$ cat config.mk
export PLATFORM = sky130hd
export DESIGN_NAME = fm_spy_capture
export DESIGN_NICKNAME = d
export VERILOG_FILES = /design/src/rtl/fm_spy_pkg.sv /design/src/rtl/fm_spy_ram.sv /design/src/rtl/fm_spy_capture.sv
export SDC_FILE = /design/constraint.sdc
export NUM_CORES = 2
export LEC_CHECK = 0
export ABC_AREA = 1
export CORE_MARGIN = 8
export CORE_UTILIZATION = 35
export CTS_BUF_LIST = sky130_fd_sc_hd__clkbuf_8
export DETAILED_ROUTE_END_ITERATION = 16
export SLEW_MARGIN = 20
export SYNTH_ARGS = -nofsm -noshare
export SYNTH_HDL_FRONTEND = slang
export SYNTH_HIERARCHICAL = 1
export SYNTH_SLANG_ARGS = --single-unit
$ cat constraint.sdc
create_clock -name clk -period 7.2 [get_ports clk]
set_input_delay 1.08 -clock clk [delete_from_list [all_inputs] [get_ports clk]]
set_output_delay 1.08 -clock clk [all_outputs]
set_load 0.02 [all_outputs]
$ cat src/rtl/fm_spy_pkg.sv
// Shared types and sizing helpers for the fm spy capture block.
package fm_spy_pkg;

  typedef enum logic [2:0] {
    ST_IDLE    = 3'd0,
    ST_ARMED   = 3'd1,
    ST_POST    = 3'd2,
    ST_FROZEN  = 3'd3,
    ST_READOUT = 3'd4
  } fm_spy_state_t;

  localparam int unsigned DEF_DATA_W = 32;
  localparam int unsigned DEF_ADDR_W = 6;

  function automatic int unsigned depth_of(input int unsigned addr_w);
    return 32'd1 << addr_w;
  endfunction

  // Counts run 0..DEPTH inclusive, so they need one bit more than an address.
  function automatic int unsigned cnt_w_of(input int unsigned addr_w);
    return addr_w + 1;
  endfunction

endpackage

$ cat src/rtl/fm_spy_ram.sv
// Simple dual-port spy memory: one write port, one registered read port (latency 1).
module fm_spy_ram
  import fm_spy_pkg::*;
#(
  parameter int DATA_W = DEF_DATA_W,
  parameter int ADDR_W = DEF_ADDR_W
) (
  input  logic              clk,
  input  logic              we,
  input  logic [ADDR_W-1:0] waddr,
  input  logic [DATA_W-1:0] wdata,
  input  logic              re,
  input  logic [ADDR_W-1:0] raddr,
  output logic [DATA_W-1:0] q
);

  localparam int DEPTH = depth_of(ADDR_W);

  logic [DATA_W-1:0] mem [DEPTH];

  // NOTE: no reset on the array or its read register, so the tools can map it to block/LUT RAM.
  always_ff @(posedge clk) begin
    if (we) mem[waddr] <= wdata;
    if (re) q <= mem[raddr];
  end

endmodule

$ cat src/rtl/fm_spy_capture.sv
// Circular spy capture of the fm monitor stream: arm, trigger, freeze, then stream
// the frozen window out oldest-first through a prefetching valid/ready port.
module fm_spy_capture
  import fm_spy_pkg::*;
#(
  parameter int DATA_W    = DEF_DATA_W,
  parameter int ADDR_W    = DEF_ADDR_W,
  parameter int POST_TRIG = 16
) (
  input  logic              clk,
  input  logic              rst,
  input  logic [DATA_W-1:0] mon_data,
  input  logic              mon_vld,
  input  logic              arm,
  input  logic              trigger,
  input  logic              rd_start,
  output logic [DATA_W-1:0] rd_data,
  output logic              rd_valid,
  input  logic              rd_ready,
  output logic              rd_last,
  output logic [2:0]        state_o,
  output logic [ADDR_W:0]   fill_count,
  output logic              overflow
);

  localparam int CNT_W = cnt_w_of(ADDR_W);
  localparam logic [CNT_W-1:0]  FULL      = CNT_W'(depth_of(ADDR_W));
  localparam logic [ADDR_W-1:0] POST_INIT = ADDR_W'(POST_TRIG);

  fm_spy_state_t     state, state_next;
  logic [ADDR_W-1:0] wr_ptr, rd_ptr, post_cnt, start_ptr, ram_raddr;
  logic [CNT_W-1:0]  issue_rem, load_rem;
  logic [DATA_W-1:0] ram_q;
  logic              q_vld, wr_en, do_arm, start_rd, issue, load_out, hs_last;

  fm_spy_ram #(.DATA_W(DATA_W), .ADDR_W(ADDR_W)) u_ram (
    .clk   (clk),
    .we    (wr_en),
    .waddr (wr_ptr),
    .wdata (mon_data),
    .re    (issue),
    .raddr (ram_raddr),
    .q     (ram_q)
  );

  // The first read is issued in the rd_start cycle itself so the first word
  // reaches the output register two cycles after rd_start.
  always_comb begin
    wr_en     = mon_vld && (state == ST_ARMED || state == ST_POST);
    do_arm    = arm && (state == ST_IDLE || state == ST_FROZEN);
    start_rd  = (state == ST_FROZEN) && rd_start && !arm;
    start_ptr = (fill_count == FULL) ? wr_ptr : '0;
    ram_raddr = start_rd ? start_ptr : rd_ptr;
    load_out  = q_vld && (!rd_valid || rd_ready);
    hs_last   = rd_valid && rd_ready && rd_last;
    if (start_rd) issue = (fill_count != '0);
    else          issue = (state == ST_READOUT) && (issue_rem != '0) && (!q_vld || load_out);
  end

  // NOTE: state_next gets its default before the case so no path leaves it unassigned (no latch).
  always_comb begin
    state_next = state;
    unique case (state)
      ST_IDLE:    if (arm) state_next = ST_ARMED;
      ST_ARMED:   if (trigger) state_next = (POST_TRIG == 0) ? ST_FROZEN : ST_POST;
      ST_POST:    if (wr_en && post_cnt == ADDR_W'(1)) state_next = ST_FROZEN;
      ST_FROZEN: begin
        if (arm)           state_next = ST_ARMED;
        else if (rd_start) state_next = (fill_count == '0) ? ST_IDLE : ST_READOUT;
      end
      ST_READOUT: if (hs_last) state_next = ST_IDLE;
      default:    state_next = ST_IDLE;
    endcase
  end

  always_ff @(posedge clk) begin
    if (rst) state <= ST_IDLE;
    else     state <= state_next;
  end

  // NOTE: all registered state below uses non-blocking assignments so every
  // read in this block sees the pre-edge value.
  always_ff @(posedge clk) begin
    if (rst) begin
      wr_ptr     <= '0;
      rd_ptr     <= '0;
      post_cnt   <= '0;
      fill_count <= '0;
      overflow   <= 1'b0;
      issue_rem  <= '0;
      load_rem   <= '0;
      q_vld      <= 1'b0;
      rd_data    <= '0;
      rd_valid   <= 1'b0;
      rd_last    <= 1'b0;
    end else begin
      if (do_arm) begin
        wr_ptr     <= '0;
        fill_count <= '0;
        overflow   <= 1'b0;
      end else if (wr_en) begin
        wr_ptr <= wr_ptr + ADDR_W'(1);
        if (fill_count == FULL) overflow   <= 1'b1;
        else                    fill_count <= fill_count + CNT_W'(1);
      end

      if (state == ST_ARMED && trigger)    post_cnt <= POST_INIT;
      else if (state == ST_POST && wr_en)  post_cnt <= post_cnt - ADDR_W'(1);

      if (start_rd) begin
        rd_ptr    <= start_ptr + ADDR_W'(1);
        issue_rem <= (fill_count == '0) ? '0 : fill_count - CNT_W'(1);
      end else if (issue) begin
        rd_ptr    <= rd_ptr + ADDR_W'(1);
        issue_rem <= issue_rem - CNT_W'(1);
      end

      if (issue)         q_vld <= 1'b1;
      else if (load_out) q_vld <= 1'b0;

      // Output register holds steady while stalled; load_rem counts words not yet presented.
      if (start_rd) begin
        load_rem <= fill_count;
      end else if (load_out) begin
        rd_data  <= ram_q;
        rd_valid <= 1'b1;
        rd_last  <= (load_rem == CNT_W'(1));
        load_rem <= load_rem - CNT_W'(1);
      end else if (rd_valid && rd_ready) begin
        rd_valid <= 1'b0;
        rd_last  <= 1'b0;
      end
    end
  end

  assign state_o = state;

endmodule

==> reports/qor.csv <==
stage,metric,value,unit
outcome,status,finished clean,
detailed_routing,num_vias,58690,
critical_path,worstReg2RegStart,state_o[0],
sta,layout_setup_ws,2453,ps
sta,finalSetupTns,0,ps
sta,rsz0062_at_grt,false,
detailed_routing,vias_per_cell,5.346,
clocking,cts_buffers,359,
sta,setup_viol,0,
yosys,synthTopCellsByArea,"edfxtp_1 (72%), nand3_1 (11%), nand2_1 (9.9%), dfxtp_1 (1.8%), buf_2 (1.6%)",
clocking,clock_sinks,2158,
critical_path,cp-start-kind,input port,
global_route,grt_max_degree,158,
critical_path,worstSetupPathType,input port to flip-flop,
clocking,root_buffer,clkbuf_8,
layout,fillers,23230,
yosys,ys_seq_elements,2158,
sta,hold_viol,0,
min_path,worst_hold_path_type,flip-flop to flip-flop,
layout,syn2layout_area_growth,12.63,%
critical_path,critPathMaxFanout,157,
sta,slew_headroom,0.2184,
floorplan,num_rows,182,
sta,slew_violations,0,
yosys,avgSynthCellArea,11.94,sq um
yosys,ys_types,44,
yosys,syn_inst,7268,
floorplan,fp.coreArea,246200,sq um
layout,num-nets-final,7461,
layout,finalNonFillerCells,10980,
yosys,synth_top_area_cell,edfxtp_1,
sta,worstMarginPinSlew,1170,ps
global_route,grt_first_pass_wirelength,381100,um
pwr,swShare,0.2442,
yosys,synth_top_area_share,0.7200,
placed_design,gp_congestion,0.8100,
floorplan,die_w,513.9,um
sta,period_minus_slack,4747,ps
layout,drive_gt1_frac,0.09552,
placed_design,placed_cells,10360,
clocking,clock_latency,1080,ps
global_route,grt_pass1_vias,55940,
global_route,grt-ovfl-total,0,
clocking,clockBufferDepth,4,
clocking,post-cts-setup-buffer-count,0,
sta,fmax,0.2107,GHz
floorplan,ios,84,
sta,finClkSkew,93.40,ps
critical_path,end_kind,flip-flop,
floorplan,die_area,264100,sq um
clocking,cts-resized-gates,0,
yosys,syn_area,86750,sq um
pwr,p_clk_frac,0.381,
yosys,synth_nets,7316,
pwr,power.leakage,33.95,nW
pwr,combPwrFrac,0.070,
yosys,yosys_most_used_dff,edfxtp_1,
layout,final_core_util,0.3969,
clocking,h-tree-depth,5,
min_path,hp-start,rd_ptr[2],
placed_design,pre_cts_ws,1544,ps
placed_design,dp_hpwl,138400,um
critical_path,startpoint,arm,
global_route,grt_use_total,0.1912,
critical_path,worst-endpoint-required,8080,ps
pwr,cellPowerDensity,259.5,nW/um^2
yosys,async_flop_share,0,
pwr,p_sw,6.191,mW
yosys,seq_area_frac_synth,0.7380,
job,cap_violations,0,
yosys,synth_enable_flop_cells,2080,
floorplan,die_height,513.9,um
global_route,antenna_found_initial,28,
detailed_routing,drc_errors,0,
detailed_routing,firstDrtPassIters,6,
yosys,yosysWarnings,6,
detailed_routing,wl_per_cell,23.94,um
clocking,clk_pin_slew,60,ps
detailed_routing,final_antenna_net_count,0,
pwr,p_int,19.16,mW
detailed_routing,wl,262900,um
sta,period_share,0.6593,
pwr,seqPwrFrac,0.548,
clocking,cts_tree,built,
detailed_routing,drt_iter0_drc,7020,
pwr,ir_worst_vdd,0.2292,mV
pwr,p_total,25.35,mW
placed_design,io_buffers,83,
critical_path,crit_arrival,5620,ps
floorplan,initial_utilization,0.3524,
clocking,cts_hold_buf,0,
-- through the flow --
| step | hold slack [ps] | instance area [sq um] |
|---|---|---|
| floorplan | 445.4 | 86750 |
| global placement | 461.4 | 91370 |
| detailed placement | 465.9 | 91510 |
| CTS | 475.4 | 97680 |
| global route | 507.0 | 97710 |
| finish | 474.7 | 97710 |
-- final cells by class --
| type | count | area (sq um) | share of cell area |
|---|---|---|---|
| diodes | 4 | 10.01 | 0.0001024 |
| clock buffers | 371 | 5106 | 0.05226 |
| well taps | 3312 | 4144 | 0.04241 |
| multi-input cells | 4578 | 20670 | 0.2115 |
| inverters | 66 | 287.8 | 0.002945 |
| repair buffers | 250 | 2405 | 0.02461 |
| flip-flops and latches | 2158 | 64020 | 0.6552 |
| clock inverters | 240 | 1071 | 0.01096 |
-- state kept, by name (all words and copies together) (netlist names) --
name,cells
load_rem,7
issue_rem,7
rd_ptr,6
post_cnt,6
wr_ptr,6
fill_count,7
rd_valid,1
state_o,3
q_vld,1
rd_data,32
overflow,1
rd_last,1
u_ram/q,32
u_ram/mem,2048
-- routing by layer --
| metal | up-vias | routed length, um | global-route usage | share of wire |
|---|---|---|---|---|
| li1 | 26130 | - | - | - |
| met1 | 29060 | 106400 | 0.2575 | 0.40 |
| met2 | 2963 | 123400 | 0.3117 | 0.47 |
| met3 | 513 | 24650 | 0.03616 | 0.094 |
| met4 | 28 | 8228 | 0.06472 | 0.031 |
| met5 | - | 182 | 0 | 0.00069 |
-- cells in the mapped netlist, types with 3 or more instances --
master	n
nand2_1	2295
nand3_1	1940
clkbuf_1	87
o21ai_1	3
nor2_2	3
a211oi_1	4
nor3_1	5
nor2_4	3
or2_2	3
nand2_2	9
xnor2_1	4
buf_1	40
inv_1	55
a21oi_1	30
nor4_1	8
edfxtp_1	2080
o21ai_0	57
nand4_1	13
buf_6	5
o22ai_1	5
o211ai_1	4
inv_2	9
nor2_1	157
ha_1	9
buf_4	48
xor2_1	6
buf_2	284
dfxtp_1	78
-- cells by family after synthesis --
family / synth area share
AOI/OAI and AO/OA: 0.007182
and+or+nand+nor: 0.2226
xor gates and xnor gates: 0.001010
adders and majority gates: 0.001298
buffers and inverters: 0.02994
DFF: 0.7380
-- placed cells by master, fill, tap and decap left out, types with 8 or more instances in the layout --
cell type	synthesis	routed
nand2_1	2295	2292
edfxtp_1	2080	2080
nand3_1	1940	1940
clkbuf_8	0	371
inv_1	55	146
buf_4	48	140
nor2_1	157	101
clkinv_1	0	95
dfxtp_1	78	78
nor2_4	3	59
o21ai_0	57	56
clkdlybuf4s50_1	0	51
clkinv_2	0	38
a21oi_1	30	30
buf_12	0	29
buf_2	284	25
nand4_1	13	13
inv_2	9	9
ha_1	9	9
nor4_2	0	8
-- critical path: stages --
cell             delay [ps]
clkdlybuf4s50_1         480
inv_2                    90
nand2_2                  90
nor2_8                  330
inv_4                   190
nand2_1                 140
nand2_4                 460
inv_16                  720
buf_12                  460
nand2_1                 120
nand3_1                 120
nand3_1                  80
nand2_1                 100
nand2_1                  50
nand3_1                 180
nand3_1                 440
nand2_1                 200
-- path summary, 6_finish.rpt --
check | to | slack [ps] | depth (start not counted)
max | u_ram/q[20] | 2450 | 17
min | rd_ptr[2] | 470 | 2
max reg2reg | u_ram/q[20] | 2540 | 15
min reg2reg | rd_ptr[2] | 470 | 2
-- power groups by stage --
stage                     Sequential, mW  Clock [mW]  Combinational, mW
after floorplan                     14.2           0               1.01
after global placement              14.2           0               1.74
after detailed placement            14.2           0               1.76
after CTS                           13.9        9.84               1.77
after global routing                13.9        10.3               1.94
final                               13.9        9.67               1.78
Note: power is estimated with default switching activity, not from simulation.
